File: src/rtl/v60_bus_arbiter.sv
`default_nettype none
// ============================================================================
//  Module   : v60_bus_arbiter
//  Purpose  : Shares the single V60 external memory port between up to
//             N_MASTERS bus masters (0 = CPU, 1 = DMA, 2 = debug).
//             Round-robin arbitration, per-master bus lock for
//             read-modify-write sequences, and a ready timeout that turns
//             a hung access into a bus error.
//  Ports    : clk, rst_n              clock, asynchronous active-low reset
//             m_req/m_lock/m_wr       per-master request, lock, write enable
//             m_size/m_addr/m_wdata   per-master command, packed by master
//             m_rdata                 read data broadcast (= s_rdata)
//             m_ready/m_err           one-hot completion / bus-error pulses
//             s_req..s_wdata          memory-side command
//             s_rdata/s_ready         memory-side response
//             grant                   one-hot current owner
//             err_addr                address of the last timed-out access
//  Revision : 1.0 - initial release
// ============================================================================
module v60_bus_arbiter #(
    parameter int N_MASTERS = 3,
    parameter int ADDR_W    = 32,
    parameter int DATA_W    = 32,
    parameter int TIMEOUT   = 255
) (
    input  logic                          clk,
    input  logic                          rst_n,
    input  logic [N_MASTERS-1:0]          m_req,
    input  logic [N_MASTERS-1:0]          m_lock,
    input  logic [N_MASTERS-1:0]          m_wr,
    input  logic [2*N_MASTERS-1:0]        m_size,
    input  logic [ADDR_W*N_MASTERS-1:0]   m_addr,
    input  logic [DATA_W*N_MASTERS-1:0]   m_wdata,
    output logic [DATA_W-1:0]             m_rdata,
    output logic [N_MASTERS-1:0]          m_ready,
    output logic [N_MASTERS-1:0]          m_err,
    output logic                          s_req,
    output logic                          s_wr,
    output logic [1:0]                    s_size,
    output logic [ADDR_W-1:0]             s_addr,
    output logic [DATA_W-1:0]             s_wdata,
    input  logic [DATA_W-1:0]             s_rdata,
    input  logic                          s_ready,
    output logic [N_MASTERS-1:0]          grant,
    output logic [ADDR_W-1:0]             err_addr
);

    localparam int IDX_W = (N_MASTERS > 1) ? $clog2(N_MASTERS) : 1;
    localparam int CNT_W = (TIMEOUT > 1) ? $clog2(TIMEOUT + 1) : 1;
    localparam logic [CNT_W-1:0] C_TIMEOUT   = CNT_W'(TIMEOUT);
    localparam logic [IDX_W-1:0] C_LAST_INIT = IDX_W'(N_MASTERS - 1);

    typedef enum logic [0:0] {
        ST_IDLE = 1'b0,
        ST_BUSY = 1'b1
    } state_t;

    // Per-master command slices unpacked for indexed access.
    logic [ADDR_W-1:0] w_addr_arr  [N_MASTERS];
    logic [DATA_W-1:0] w_wdata_arr [N_MASTERS];
    logic [1:0]        w_size_arr  [N_MASTERS];

    for (genvar gi = 0; gi < N_MASTERS; gi++) begin : g_unpack
        assign w_addr_arr[gi]  = m_addr[gi*ADDR_W +: ADDR_W];
        assign w_wdata_arr[gi] = m_wdata[gi*DATA_W +: DATA_W];
        assign w_size_arr[gi]  = m_size[gi*2 +: 2];
    end

    state_t            state_q,    state_d;
    logic [IDX_W-1:0]  gidx_q,     gidx_d;
    logic [CNT_W-1:0]  cnt_q,      cnt_d;
    logic [IDX_W-1:0]  last_q,     last_d;
    logic              lock_vld_q, lock_vld_d;
    logic [IDX_W-1:0]  lock_idx_q, lock_idx_d;
    logic              wr_q,       wr_d;
    logic [1:0]        size_q,     size_d;
    logic [ADDR_W-1:0] addr_q,     addr_d;
    logic [DATA_W-1:0] wdata_q,    wdata_d;
    logic [ADDR_W-1:0] err_addr_q, err_addr_d;

    // Round-robin search starting just after the last granted master.
    logic              w_rr_found;
    logic [IDX_W-1:0]  w_rr_idx;
    int                w_cand;

    always_comb begin
        w_rr_found = 1'b0;
        w_rr_idx   = '0;
        w_cand     = 0;
        for (int k = 1; k <= N_MASTERS; k++) begin
            w_cand = int'(last_q) + k;
            if (w_cand >= N_MASTERS) begin
                w_cand = w_cand - N_MASTERS;
            end
            if (!w_rr_found && m_req[IDX_W'(w_cand)]) begin
                w_rr_found = 1'b1;
                w_rr_idx   = IDX_W'(w_cand);
            end
        end
    end

    // Lock is only effective while its owner keeps m_lock high.
    logic             w_lock_hold;
    logic             w_win;
    logic [IDX_W-1:0] w_win_idx;
    logic             w_done;

    assign w_lock_hold = lock_vld_q && m_lock[lock_idx_q];

    always_comb begin
        state_d    = state_q;
        gidx_d     = gidx_q;
        cnt_d      = cnt_q;
        last_d     = last_q;
        lock_vld_d = lock_vld_q;
        lock_idx_d = lock_idx_q;
        wr_d       = wr_q;
        size_d     = size_q;
        addr_d     = addr_q;
        wdata_d    = wdata_q;
        err_addr_d = err_addr_q;
        w_win      = 1'b0;
        w_win_idx  = '0;
        w_done     = 1'b0;
        s_req      = 1'b0;
        m_ready    = '0;
        m_err      = '0;
        grant      = '0;

        case (state_q)
            ST_IDLE: begin
                if (w_lock_hold) begin
                    // Bus stays reserved for the lock owner even while it
                    // is not requesting.
                    grant[lock_idx_q] = 1'b1;
                    if (m_req[lock_idx_q]) begin
                        w_win     = 1'b1;
                        w_win_idx = lock_idx_q;
                    end
                end else begin
                    // Stale lock released here; normal arbitration proceeds
                    // in the same cycle.
                    lock_vld_d = 1'b0;
                    w_win      = w_rr_found;
                    w_win_idx  = w_rr_idx;
                end

                if (w_win) begin
                    state_d = ST_BUSY;
                    gidx_d  = w_win_idx;
                    cnt_d   = '0;
                    wr_d    = m_wr[w_win_idx];
                    size_d  = w_size_arr[w_win_idx];
                    addr_d  = w_addr_arr[w_win_idx];
                    wdata_d = w_wdata_arr[w_win_idx];
                end
            end

            ST_BUSY: begin
                grant[gidx_q] = 1'b1;
                if (cnt_q == C_TIMEOUT) begin
                    // Error cycle: command withdrawn, s_ready ignored.
                    m_ready[gidx_q] = 1'b1;
                    m_err[gidx_q]   = 1'b1;
                    err_addr_d      = addr_q;
                    w_done          = 1'b1;
                end else begin
                    s_req = 1'b1;
                    if (s_ready) begin
                        m_ready[gidx_q] = 1'b1;
                        w_done          = 1'b1;
                    end else begin
                        cnt_d = cnt_q + 1'b1;
                    end
                end

                if (w_done) begin
                    state_d    = ST_IDLE;
                    last_d     = gidx_q;
                    lock_vld_d = m_lock[gidx_q];
                    lock_idx_d = gidx_q;
                end
            end

            default: begin
                state_d = ST_IDLE;
            end
        endcase
    end

    always_ff @(posedge clk or negedge rst_n) begin
        if (!rst_n) begin
            state_q    <= ST_IDLE;
            gidx_q     <= '0;
            cnt_q      <= '0;
            last_q     <= C_LAST_INIT;
            lock_vld_q <= 1'b0;
            lock_idx_q <= '0;
            wr_q       <= 1'b0;
            size_q     <= '0;
            addr_q     <= '0;
            wdata_q    <= '0;
            err_addr_q <= '0;
        end else begin
            state_q    <= state_d;
            gidx_q     <= gidx_d;
            cnt_q      <= cnt_d;
            last_q     <= last_d;
            lock_vld_q <= lock_vld_d;
            lock_idx_q <= lock_idx_d;
            wr_q       <= wr_d;
            size_q     <= size_d;
            addr_q     <= addr_d;
            wdata_q    <= wdata_d;
            err_addr_q <= err_addr_d;
        end
    end

    assign m_rdata  = s_rdata;
    assign s_wr     = wr_q;
    assign s_size   = size_q;
    assign s_addr   = addr_q;
    assign s_wdata  = wdata_q;
    assign err_addr = err_addr_q;

endmodule
`default_nettype wire
File: config.mk
export PLATFORM = sky130hd
export DESIGN_NAME = v60_bus_arbiter
export DESIGN_NICKNAME = d
export VERILOG_FILES = /design/src/rtl/v60_bus_arbiter.sv
export SDC_FILE = /design/constraint.sdc
export NUM_CORES = 1
export LEC_CHECK = 0
export ABC_CLOCK_PERIOD_IN_PS = 4000
export BUFFER_PORTS_ARGS = -buffer_cell sky130_fd_sc_hd__clkbuf_2
export CAP_MARGIN = 10
export CORE_AREA = 2 2 147 149
export DETAILED_ROUTE_END_ITERATION = 16
export DIE_AREA = 0 0 149 151
export GPL_TIMING_DRIVEN = 0
export PLACE_DENSITY_LB_ADDON = 0.08
export SETUP_SLACK_MARGIN = 0.02
export SLEW_MARGIN = 25
export SYNTH_ARGS = -nofsm -noshare
export SYNTH_HDL_FRONTEND = slang
export SYNTH_SLANG_ARGS = --single-unit
File: constraint.sdc
create_clock -name clk -period 4 [get_ports clk]
set_clock_uncertainty 0.15 [all_clocks]
set_input_delay 1.2 -clock clk [delete_from_list [all_inputs] [get_ports clk]]
set_output_delay 1.2 -clock clk [all_outputs]
set_load 0.05 [all_outputs]
==> flow_metrics.env <==
export IMPL_firstDrtPassIters=4
export IMPL_grt_antenna_before_repair=0
export IMPL_yosysTopAreaCell="dfrtp_1"
export IMPL_ir_drop_mv=0.3576
export IMPL_diodes=0
export IMPL_max_freq_ghz=0.2643
export IMPL_synth_cell_types=48
export IMPL_syn_inst=593
export IMPL_maxSlewViolCount=0
export IMPL_required_ns=2.65
export IMPL_routedWlPerCell_um=16.51
export IMPL_power_total_mw=9.346
export IMPL_placement_rows=53
export IMPL_clock_latency_ns=0.41
export IMPL_syn_avg_cell_area_sq_um=11.01
export IMPL_crit_path_top_delay_cell="clkbuf_2"
export IMPL_crit_type="input pin to primary output"
export IMPL_cpPeakStageDelay_ns=0.34
export IMPL_min_path_type="flop to flop"
export IMPL_cts_htree_levels=4
export IMPL_fin_cells=1251
export IMPL_yosys_warnings=0
export IMPL_hpwlAfterDp_mm=16.26
export IMPL_setup_viol=0
export IMPL_layout_setup_ws_ns=0.2158
export IMPL_syn2layout_area_growth_pct=42.09
export IMPL_netlist_area_leader_share=0.4332
export IMPL_clkSlewWorstSetupHoldPaths_ns=0.05
export IMPL_cpLargestDelayFamily="compound AO/OA/AOI/OAI gates"
export IMPL_route_detailed_drc=0
export IMPL_place_inst=1219
export IMPL_clockBufferDepth=2
export IMPL_critPathLaunchType="input pin"
export IMPL_p_sw_frac=0.4984
export IMPL_grt_pass1_vias=5736
export IMPL_outcome="completed"
export IMPL_gp_congestion=0.7518
export IMPL_cp_cell_sequence="clkbuf_2, mux2i_1, o21ai_2, nand2_1, o41ai_1, clkbuf_2"
export IMPL_p_comb_frac=0.634
export IMPL_die_x_um=149
export IMPL_cp_max_fo=4
export IMPL_via_per_inst=4.571
export IMPL_num_vias=5718
export IMPL_wirelength_mm=20.66
export IMPL_worst_pin_slew_ns=0.6436
export IMPL_maxCapViolations=0
export IMPL_grt_usage=0.1830
export IMPL_drt_iter0_markers=185
export IMPL_cp_arrival_ns=2.43
export IMPL_grt_pass1_wl_mm=31.41
export IMPL_crit_top_cell="clkbuf_2"
export IMPL_place_ws_ns=0.2050
export IMPL_power_internal_mw=4.688
export IMPL_seq_area_frac_synth=0.4372
export IMPL_layout_worst_path_cycle_share=0.9460
export IMPL_root_buffer="clkbuf_16"
export IMPL_synth_enable_flop_cells=0
export IMPL_hold_buffers=0
export IMPL_cts_tree="built"
export IMPL_dieArea_sq_mm=0.02250
export IMPL_hold_violations=0
export IMPL_io_pins=383
export IMPL_p_sw_mw=4.658
export IMPL_setup_tns_ns=0
export IMPL_synth_ff_type="dfrtp_1"
export IMPL_critPathCaptureType="primary output"
export IMPL_clkSinkCount=114
export IMPL_rsz0062_at_grt="no"
export IMPL_post_route_min_period_ns=3.784
export IMPL_max_slew_margin_rel=0.5680
export IMPL_overflow=0
export IMPL_start_util=0.3135
export IMPL_fillers=2096
export IMPL_dieHeight_um=151
export IMPL_core_area_sq_mm=0.02082
export IMPL_cts_buffers=17
export IMPL_layout_common_cells="350 x clkbuf_2, 113 x dfrtp_1, 81 x nor2_1"
export IMPL_p_seq_frac=0.198
export IMPL_layout_nets=1210
export IMPL_synthArstFlopShare=1.000
export IMPL_io_buffer_count=350
export IMPL_p_leak_nw=5.126
export IMPL_syn_num_nets=840
export IMPL_cp_num_buf_inv=2
export IMPL_netlist_area_sq_mm=0.006528
export IMPL_synth_ff_latch_count=114
export IMPL_ys_top_cells_by_area="dfrtp_1 43%, mux2i_1 11%, a221oi_2 9.0%"
export IMPL_ant_nets=0
export IMPL_layout_commonest_cell="clkbuf_2"
export IMPL_drive_gt1_frac=0.5461
export IMPL_grt_max_degree=62
export IMPL_p_clk_frac=0.169
export IMPL_finish_utilization=0.4454
export IMPL_postCtsSetupRepairBufs=0
export IMPL_power_density_mw_per_mm2=1008
-- flip-flops by register name, summed over array words and instances (netlist names) --
register,flops
s_wdata,32
gidx_q,2
s_wr,1
lock_idx_q,1
s_size,2
err_addr,32
s_addr,32
lock_vld_q,1
cnt_q,8
last_q,2
state_q,1
-- metal layers --
metal  global-route usage  routed length (um)  up-vias
li1                     -                   -     2802
met1               0.2167                8193     2660
met2               0.3221               10490      241
met3              0.05994                1737       15
met4              0.04381                 239        0
met5                    0                   0        -
-- worst paths after layout --
| check | endpoint | start | cells past startpoint | slack, ns |
|---|---|---|---|---|
| worst min-delay path | err_addr[29] | err_addr[29] | 1 | 0.35 |
| worst min register to register | err_addr[29] | err_addr[29] | 1 | 0.35 |
| worst max register to register | s_addr[29] | last_q[1] | 11 | 1.00 |
| max in group asynchronous | err_addr[25] | rst_n | 2 | 2.41 |
| worst max-delay path | grant[1] | m_lock[2] | 6 | 0.22 |
| min in group asynchronous | last_q[0] | rst_n | 1 | 0.59 |
-- per-stage QoR --
stage / instance area [sq um] / hold slack [ns]
floorplan: 6528 / 0.3603
global placement: 8623 / 0.3380
detailed placement: 8660 / 0.3433
CTS: 9273 / 0.3562
global route: 9275 / 0.3709
finish: 9275 / 0.3517
-- area by class of cell --
class | instances | area (sq um) | share of cell area
Buffer | 71 | 523.0 | 0.05639
Clock buffer | 18 | 429.2 | 0.04627
Clock inverter | 14 | 180.2 | 0.01943
Inverter | 71 | 266.5 | 0.02873
Multi-Input combinational cell | 337 | 2890 | 0.3116
Sequential cell | 114 | 2854 | 0.3077
Tap cell | 275 | 344.1 | 0.03710
Timing Repair Buffer | 351 | 1788 | 0.1928
-- worst reg2reg max path, stage by stage, from the launching register on --
cell      delay [ns]
dfstp_2         0.56
inv_1           0.06
ha_1            0.36
buf_4           0.21
nand3_1         0.09
o21a_2          0.17
a21o_1          0.19
a21oi_4         0.26
buf_6           0.25
buf_6           0.20
mux2i_1         0.28
a221oi_2        0.09
-- synth_stat cells, drive strengths merged, types with 4 or more instances --
master / instances
clkbuf: 13
nand2: 9
a21oi: 6
nand4: 4
o21ai: 6
nor3: 4
buf: 58
a221oi: 67
ha: 5
mux2: 37
dfrtp: 113
mux2i: 74
inv: 71
nand3: 5
nand2b: 4
nor2: 82
-- cell families (layout without fill, tap and decap cells) --
group           after synthesis  after routing  share of synthesized area
buf+inv                     142            525                     0.1208
simple gates                122            122                    0.08357
flops                       114            114                     0.4372
mux                         111            111                     0.1773
compound gates               94             94                     0.1648
fa+ha+maj                     5              5                   0.009584
xor+xnor                      5              5                   0.006710
-- repair_timing --
item | in CTS | in global routing
hold endpoints to repair | 0 | 0
gates resized for setup | 2 | 1
setup endpoints to repair | 3 | 2
gates cloned | 0 | 0
-- power by group through the flow --
stage          Sequential, mW  Combinational, mW  Clock (mW)
2_1_floorplan            2.97               3.47           0
3_3_place_gp             1.86               6.01           0
3_5_place_dp             1.87               6.03           0
4_1_cts                  1.85               6.04        1.62
5_1_grt                  1.91               6.38        1.68
6_report                 1.85               5.92        1.58
(Power assumes the default switching activity.)
